## src/rtl/shift_left_seq.sv

```systemverilog
// rtl/shift_left_seq.sv - sequential lane-wise left shifter with valid/ready in and out
// Shifts one CHUNK-wide lane per clock, inserting a latched fill value into lane 0.
module shift_left_seq #(
    parameter int WIDTH     = 50,
    parameter int CHUNK     = 5,
    parameter int SHIFT_W   = 3,
    parameter int MAX_SHIFT = 4
) (
    input  logic               clk,
    input  logic               rst_n,
    input  logic               in_valid,
    output logic               in_ready,
    input  logic [WIDTH-1:0]   in,
    input  logic [SHIFT_W-1:0] shift,
    input  logic [CHUNK-1:0]   fill,
    output logic               out_valid,
    input  logic               out_ready,
    output logic [WIDTH-1:0]   out,
    output logic               out_err,
    output logic               busy
);
    localparam int LANES = WIDTH / CHUNK;

    typedef enum logic [1:0] {
        S_IDLE  = 2'd0,
        S_SHIFT = 2'd1,
        S_DONE  = 2'd2
    } state_t;

    state_t             state_q, state_d;
    logic [WIDTH-1:0]   data_q, data_d;
    logic [SHIFT_W-1:0] count_q, count_d;
    logic [CHUNK-1:0]   fill_q, fill_d;
    logic               err_q, err_d;
    logic [WIDTH-1:0]   fill_rep;

    always_comb begin
        fill_rep = '0;
        for (int i = 0; i < LANES; i++) begin
            fill_rep[i*CHUNK +: CHUNK] = fill;
        end
    end

    always_ff @(posedge clk or negedge rst_n) begin
        if (!rst_n) begin
            state_q <= S_IDLE;
            data_q  <= '0;
            count_q <= '0;
            fill_q  <= '0;
            err_q   <= 1'b0;
        end else begin
            state_q <= state_d;
            data_q  <= data_d;
            count_q <= count_d;
            fill_q  <= fill_d;
            err_q   <= err_d;
        end
    end

    always_comb begin
        state_d = state_q;
        data_d  = data_q;
        count_d = count_q;
        fill_d  = fill_q;
        err_d   = err_q;
        case (state_q)
            S_IDLE: begin
                if (in_valid) begin
                    fill_d = fill;
                    if (shift == '0) begin
                        data_d  = in;
                        err_d   = 1'b0;
                        state_d = S_DONE;
                    end else if (shift <= SHIFT_W'(MAX_SHIFT)) begin
                        data_d  = in;
                        count_d = shift;
                        err_d   = 1'b0;
                        state_d = S_SHIFT;
                    end else begin
                        // Out-of-range request still completes, flagged, with a recognisable pattern.
                        data_d  = fill_rep;
                        err_d   = 1'b1;
                        state_d = S_DONE;
                    end
                end
            end
            S_SHIFT: begin
                data_d  = {data_q[WIDTH-CHUNK-1:0], fill_q};
                count_d = count_q - SHIFT_W'(1);
                if (count_q == SHIFT_W'(1)) begin
                    state_d = S_DONE;
                end
            end
            S_DONE: begin
                if (out_ready) begin
                    state_d = S_IDLE;
                end
            end
            default: state_d = S_IDLE;
        endcase
    end

    always_comb begin
        in_ready  = (state_q == S_IDLE);
        out_valid = (state_q == S_DONE);
        busy      = (state_q != S_IDLE);
        out       = out_valid ? data_q : '0;
        out_err   = out_valid ? err_q : 1'b0;
    end
endmodule

```

## config.mk

```make
export PLATFORM = sky130hd
export DESIGN_NAME = shift_left_seq
export DESIGN_NICKNAME = d
export VERILOG_FILES = /design/src/rtl/shift_left_seq.sv
export SDC_FILE = /design/constraint.sdc
export NUM_CORES = 1
export LEC_CHECK = 0
export CAP_MARGIN = 40
export CORE_MARGIN = 3
export CORE_UTILIZATION = 45
export DETAILED_ROUTE_END_ITERATION = 10
export GPL_TIMING_DRIVEN = 0
export PLACE_DENSITY_LB_ADDON = 0.2
export SLEW_MARGIN = 20
export SYNTH_ARGS = -nofsm -noshare
export SYNTH_HDL_FRONTEND = slang
export SYNTH_SLANG_ARGS = --single-unit
```

## constraint.sdc

```tcl
create_clock -name clk -period 2.02 [get_ports clk]
set_clock_uncertainty 0.2 [all_clocks]
set_input_delay 0.303 -clock clk [delete_from_list [all_inputs] [get_ports clk]]
set_output_delay 0.303 -clock clk [all_outputs]
set_load 0.005 [all_outputs]
```

# After elaboration in Yosys (flattened, before gate mapping)
# Index checks and enable logic that the tools add are counted.
# totals
ff_bits	61
latch_bits	0
mem_bits_rw	0
romBits	0
input_bits	62
elab_cells	41
mem_count	0
# classes
addsub	1
n_mul	0
div_mod_pow	0
order_cmp	1
eq_ne	8
shifts	0
n_mux	18
bitwise	0
reduce_logical	8
# ops
operator	count
$mux W50	4
$pmux W50 S2	1
$mux W2	5
$mux W3	3
$ne A2 B2 Y1 const B	3
$pmux W2 S3	1
$pmux W3 S2	1
$ne A2 B1 Y1 const B	2
$reduce_and A2 Y1	2
$reduce_and A4 Y1	1
$reduce_bool A2 Y1	2
$eq A3 B1 Y1 const B	1
$le A3 B3 Y1 const B	1
$logic_not A3 Y1	1
$mux W1	3
$reduce_and A3 Y1	1
$sub A3 B1 Y3 const B	1
$eq A2 B1 Y1 const B	1
$eq A2 B2 Y1 const B	1
$logic_not A2 Y1	1

# Logic depth before layout (Yosys ltp)
# Gate-level depths: netlist of run 1.
# logic_depth
depth_word	5
ltp_mapped	7
depth_no_buf	6

# Worst setup path before layout of run 1
# Ideal clock, no wire load.
# synth_timing
path_type	input -> register
start	in shift[1]
end	reg count_q[2]
setup_ns	0.131
arrival_time_ns	1.689
t_required_ns	1.689
path_slack_ns	0.000
path_stages	5
n_path_buf	0
cell_sequence	or2_2 > ha_1 > nor3b_1 > nor3b_1 > or3_1
# synth_via
elab_chain_len	3
word_cells_on_any_way	5
# synth_lines
element	line_no	text
from (decl)	14	input logic [SHIFT_W-1:0] shift,
$le A3 B3 Y1 / $logic_not A3 Y1 (equally long branches)	74, 70	
$ne A2 B1 Y1 (no source line) / $ne A2 B2 Y1 (equally long branches)	-	
$reduce_and A4 Y1 (no source line) *	-	
to (signal assigned)	54	count_q <= count_d;
to (decl)	32	logic [SHIFT_W-1:0] count_q, count_d;
# Mark *: on every way between the ends. The rest lies on a longest branch, timed or not.
# A chain may end at the register's enable or synchronous reset.

# Worst setup path after layout of run 1
# layout_timing
start	reg state_q[0]
end	out out[41]
# layout_via
elab_chain_len	2
# layout_lines
element	line_no	text
from (decl)	30	state_t state_q, state_d;
from (signal assigned)	52	state_q <= state_d;
$eq A2 B2 Y1	105	out_valid = (state_q == S_DONE);
$mux W50	107	out = out_valid ? data_q : '0;
to (decl)	18	output logic [WIDTH-1:0] out,
# No other way between the ends.

==> flow_summary.json, run 1 <==
{
  "cts_max_path_buffers": 2,
  "rr_endpoint": "data_q[38]",
  "yosys_warnings": 0,
  "crit_path_start_kind": "register",
  "crit_path_end_kind": "output pin",
  "rsz0062_at_grt": "yes",
  "ys_ff_latch": 61,
  "status": "finished with violations",
  "drc": 0,
  "port_buffers": 115,
  "cts_tree": "done",
  "fin_nets": 564,
  "dp_hpwl_um": 7220,
  "routed-via-count": 3328,
  "drt_pass1_iterations": 5,
  "gp_congestion": 0.852,
  "worstPathRequired_ps": 1520,
  "post-place-ws_ps": -652,
  "arrival_ps": 1680,
  "hp-class": "in -> async",
  "postRouteAntennaNets": 0,
  "ir_drop_v": 0.000732,
  "start_util_pct": 46.6,
  "path_class": "reg -> out",
  "p_per_area_nw_per_um2": 1450,
  "period_minus_slack_ps": 2180,
  "row_count": 30,
  "worst_slew_pin_slew_ps": 519,
  "netlist_area_um2": 3180,
  "fp.dieH_um": 90.1,
  "clkSinkCount": 61,
  "initialDrtViolationCount": 244,
  "grt_pass1_wl_um": 16900,
  "grt_pass1_vias": 3326,
  "cp_max_fo": 6,
  "ys_top_cells_by_area": "dfrtp_1, o22ai_1, and2_1",
  "final.setup.worst_slack_ps": -160,
  "core_um2": 6830,
  "cts.root.buffer_cell": "clkbuf_8",
  "slew_viol_final": 0,
  "whs_ps": 225,
  "routed_wl_um": 10800,
  "grt-ovfl-total": 0,
  "setup_viol": 40,
  "drive_gt1_share_pct": 31.4,
  "grtUsageTotal_pct": 26.1,
  "yosysMostFrequentCell": "dfrtp_1",
  "die-area_um2": 8110,
  "diodes": 0,
  "hold_viol_final": 0,
  "ys_seq_area_share_pct": 48.0,
  "wl_per_cell_um": 18.1,
  "synth-edff-count": 0,
  "max_slew_margin_pct": 65.3,
  "fin_util_pct": 74.7,
  "max_cap_violations": 0,
  "antenna_found_initial": 0,
  "syn_area_per_cell_um2": 9.11,
  "worst_r2r_path_depth": 6,
  "r2r-start": "state_q[1]",
  "synthArstFlopShare_pct": 100,
  "synth_nets": 416,
  "numCtsBuffers": 9,
  "path_clk_slew_ps": 70,
  "violations": "setup timing",
  "rrSetupSlack_ps": 90,
  "die_w_um": 90.1,
  "yosysUniqueCellTypes": 29,
  "worstSetupStartpoint": "state_q[0]",
  "clock_latency_ps": 340,
  "synth_top_area_cell": "dfrtp_1",
  "fin_crit_sh_pct": 108,
  "synth_flop_cell": "dfrtp_1",
  "area_delta_synth_final_pct": 60.4,
  "grt_max_degree": 37,
  "viasPerCell": 5.58,
  "max_freq_mhz": 459,
  "p_leak_nw": 2.30,
  "synthCells": 349,
  "synth_common_cells": "dfrtp_1, a21oi_1, nand2_1",
  "netlist.area_leader.share_pct": 48.0,
  "cts_max_level": 3,
  "pin_count": 116
}
-- worst max path at each step --
stage	end	slack, ps	depth (start not counted)
after CTS	out[17]	-160	9
after global routing	out[46]	-210	8
after floorplan	count_q[2]	0.2	5
after detailed placement	out[12]	-650	5
after global placement	data_q[6]	-1530	1
final	out[41]	-160	8
-- cells in the final DEF, fill, tap and decap left out, types with 4 or more instances in the layout --
cell,netlist,layout
a21oi_1,56,51
a21oi_4,0,9
and2_1,51,26
and2_4,0,25
buf_2,7,22
buf_4,0,9
buf_6,3,37
buf_8,0,4
clkbuf_2,0,10
clkbuf_4,0,4
clkbuf_8,0,12
clkdlybuf4s50_1,0,60
dfrtp_1,61,61
dlygate4sd2_1,0,9
inv_1,7,6
mux2_4,5,5
nand2_1,53,53
nand2b_1,6,5
o22ai_1,52,52
-- stage by stage --
step / area [µm²] / TNS (ps) / total power [mW] / cells
3_3_place_gp: 4450 / -146180 / 5.51 / 560
5_1_grt: 5100 / -6600 / 7.84 / 596
4_1_cts: 4900 / -3540 / 6.99 / 597
6_report: 5100 / -3940 / 7.39 / 596
3_5_place_dp: 4470 / -55200 / 5.63 / 561
2_1_floorplan: 3180 / 0 / 4.09 / 349
-- critical path, cell delays in order, from the launching register on --
cell       delay (ps)
dfrtp_1           410
buf_6             140
nor2_4            130
buf_12            140
clkbuf_16         130
buf_6              90
buf_6              90
and2_4            130
buf_6              90
-- registers in the layout, summed over array words and instances (netlist names) --
register,count
count_q,3
err_q,1
fill_q,5
data_q,50
state_q,2
-- kinds of logic after synthesis --
kind of cell             synth area share, %
multiplexers                            3.03
adder cells (fa/ha/maj)                 1.97
flip-flops                              48.0
buffers and inverters                   4.88
AO/OA/AOI/OAI                           21.8
AND/OR/NAND/NOR                         20.3
-- cell type report --
type                            count  area [µm²]
Clock buffer                       12         155
Clock inverter                      2        10.0
Tap cell                           96         120
Timing Repair Buffer              139        1330
Fill cell                         476        1730
Buffer                             24         213
Inverter                            7        28.8
Multi-Input combinational cell    255        1720
Sequential cell                    61        1530
-- report_power, final --
| group | internal, mW | total (mW) | switching (mW) |
|---|---|---|---|
| clock network | 0.495 | 0.959 | 0.464 |
| registers | 1.84 | 2.37 | 0.526 |
| logic | 2.22 | 4.06 | 1.84 |
-- metal layers --
metal	vias to the layer above	GRT usage, %	wire, µm
li1	1522	-	-
met5	-	0	0
met3	27	4.94	752
met4	0	10.2	254
met1	1615	34.2	4410
met2	164	42.7	5350
-- repair_timing --
| action | in CTS | in global routing |
|---|---|---|
| pin swaps | 16 | 4 |
| hold buffers | 1 | 0 |
| hold endpoints to repair | 25 | 0 |
| cloned | 3 | 0 |
| endpoints found under the setup margin | 107 | 105 |
| gates resized for setup | 245 | 79 |
| setup buffers | 18 | 2 |
Power figures use the tool's default switching activity.
==> inputs of run 2 (changes only) <==
--- a/config.mk
+++ b/config.mk
@@ -5,7 +5,6 @@
 export SDC_FILE = /design/constraint.sdc
 export NUM_CORES = 1
 export LEC_CHECK = 0
-export CAP_MARGIN = 40
 export CORE_MARGIN = 3
 export CORE_UTILIZATION = 45
 export DETAILED_ROUTE_END_ITERATION = 10
==> results of run 2 <==
Same layout as run 1: the final DEF is identical, and so are final timing and power.
==> inputs of run 3 (changes only) <==
--- a/config.mk
+++ b/config.mk
@@ -9,7 +9,7 @@
 export CORE_UTILIZATION = 45
 export DETAILED_ROUTE_END_ITERATION = 10
 export GPL_TIMING_DRIVEN = 0
-export PLACE_DENSITY_LB_ADDON = 0.2
+export PLACE_DENSITY_LB_ADDON = 0.3
 export SLEW_MARGIN = 20
 export SYNTH_ARGS = -nofsm -noshare
 export SYNTH_HDL_FRONTEND = slang
==> flow_summary.json, run 3 (synthesis gave the netlist of run 1 again) <==
{
  "status": "finished with violations",
  "violations": "setup timing",
  "numCtsBuffers": 9,
  "drive_gt1_share_pct": 33.8,
  "row_count": 30,
  "start_util_pct": 46.6,
  "cts_max_path_buffers": 2,
  "final.setup.worst_slack_ps": -98.3,
  "ir_drop_v": 0.000786,
  "clkSinkCount": 61,
  "rr_endpoint": "data_q[13]",
  "grt_pass1_wl_um": 17200,
  "regMostFlops": "data_q",
  "rrSetupSlack_ps": -20,
  "power_mw": 7.65,
  "clkPwrFrac_pct": 15.3,
  "max_freq_mhz": 472,
  "viasPerCell": 5.68,
  "die-area_um2": 8110,
  "final_cell_mix": "dfrtp_1, clkdlybuf4s50_1, nand2_1",
  "pin_count": 116,
  "cts.root.buffer_cell": "clkbuf_8",
  "max_slew_margin_pct": 75.6,
  "whs_ps": 219,
  "grt-ovfl-total": 0,
  "routed-via-count": 3370,
  "r2r-start": "state_q[0]",
  "crit_path_end_kind": "output pin",
  "clock_latency_ps": 340,
  "fin_tns_setup_ps": -2040,
  "routed_wl_um": 11400,
  "worst_slew_pin_slew_ps": 366,
  "slew_viol_final": 0,
  "drt_pass1_iterations": 5,
  "antenna_found_initial": 0,
  "worstSetupStartpoint": "state_q[0]",
  "dp_hpwl_um": 7330,
  "worst_r2r_path_depth": 7,
  "rsz0062_at_grt": "yes",
  "die_w_um": 90.1,
  "power.internal_mw": 4.73,
  "cp_max_fo": 8,
  "grt_pass1_vias": 3403,
  "reg_top3": "data_q (50), fill_q (5), count_q (3)",
  "drc": 0,
  "wl_per_cell_um": 19.2,
  "fin_crit_sh_pct": 105,
  "grtUsageTotal_pct": 26.3,
  "area_delta_synth_final_pct": 61.1,
  "path_class": "reg -> out",
  "largest_reg_flops": 50,
  "diodes": 0,
  "cp-endpoint": "out[18]",
  "postRouteAntennaNets": 0,
  "path_clk_slew_ps": 70,
  "fp.dieH_um": 90.1,
  "p_per_area_nw_per_um2": 1490,
  "core_um2": 6830,
  "crit_path_start_kind": "register",
  "max_cap_violations": 0,
  "swShare_pct": 38.2,
  "p_leak_nw": 2.28,
  "cts_max_level": 3,
  "hold_viol_final": 0,
  "hp-class": "in -> async",
  "gp_congestion": 0.831,
  "period_minus_slack_ps": 2120,
  "worstPathRequired_ps": 1520,
  "p_sw_mw": 2.92,
  "fin_nets": 559,
  "arrival_ps": 1620,
  "combPwrFrac_pct": 53.8,
  "setup_viol": 40,
  "initialDrtViolationCount": 236,
  "cts_tree": "done",
  "grt_max_degree": 38,
  "port_buffers": 115,
  "p_seq_share_pct": 30.9
}
run 3: cell count changes in the layout (fill, tap and decap cells not counted), moves of 3 or more:
cell           previous run  this run
buf_12                    2         6
buf_6                    37        28
dlygate4sd2_1             9         3
buf_4                     9         6
buf_2                    22        28
a21oi_2                   1        11
a21oi_1                  51        41
run 3: worst min-delay path by stage:
stage	from	end	slack (ps)	cells after the start
after global placement	err_q	err_q	280	1
after CTS	rst_n	data_q[23]	220	2
after floorplan	rst_n	count_q[0]	-190	0
final	rst_n	data_q[23]	220	2
after detailed placement	rst_n	data_q[23]	30	1
after global routing	rst_n	data_q[30]	240	2
run 3: through the flow:
step	instances	utilization [%]	worst slack, ps	instance area [µm²]
floorplan	349	-	0.163	3180
global placement	560	65.2	-1480	4450
detailed placement	561	65.4	-691	4470
CTS	590	70.9	-131	4840
global route	593	75.0	-135	5120
finish	593	75.0	-98.3	5120
run 3: routing by layer:
metal | global-route usage (%) | part of all wire [%]
met5 | 0 | 0
met4 | 10.5 | 2.5
met3 | 5.10 | 5.6
met2 | 45.1 | 52
met1 | 32.6 | 40
run 3: power groups by stage:
| stage | sequential [mW] | combinational (mW) | clock, mW |
|---|---|---|---|
| final | 2.36 | 4.11 | 1.17 |
| after global routing | 2.42 | 4.44 | 1.24 |
| after CTS | 2.31 | 3.58 | 1.17 |
| after detailed placement | 2.32 | 3.31 | 0 |
| after global placement | 2.30 | 3.21 | 0 |
| after floorplan | 2.15 | 1.95 | 0 |
run 3: timing repair:
item	CTS	global route
resized for setup	246	96
setup endpoints to repair	107	101
hold buffers	1	0
gates cloned	2	0
endpoints found under the hold margin	24	0
pin swaps	6	9
setup buffers	10	5
run 3: layout make-up:
type / count / area, µm²
sequential: 61 / 1530
inverter: 7 / 28.8
timing repair buffer: 133 / 1260
buffer: 25 / 223
multi-input combinational: 255 / 1760
tap: 96 / 120
clock inverter: 5 / 75.1
fill: 489 / 1710
clock buffer: 11 / 131
run 3: critical path, stage by stage (launching register included):
cell and delay [ps]:
dfrtp_1 410, buf_6 130, nor2_4 120, buf_12 150, buf_8 110, clkbuf_16 120, and2_4 140, buf_6 80
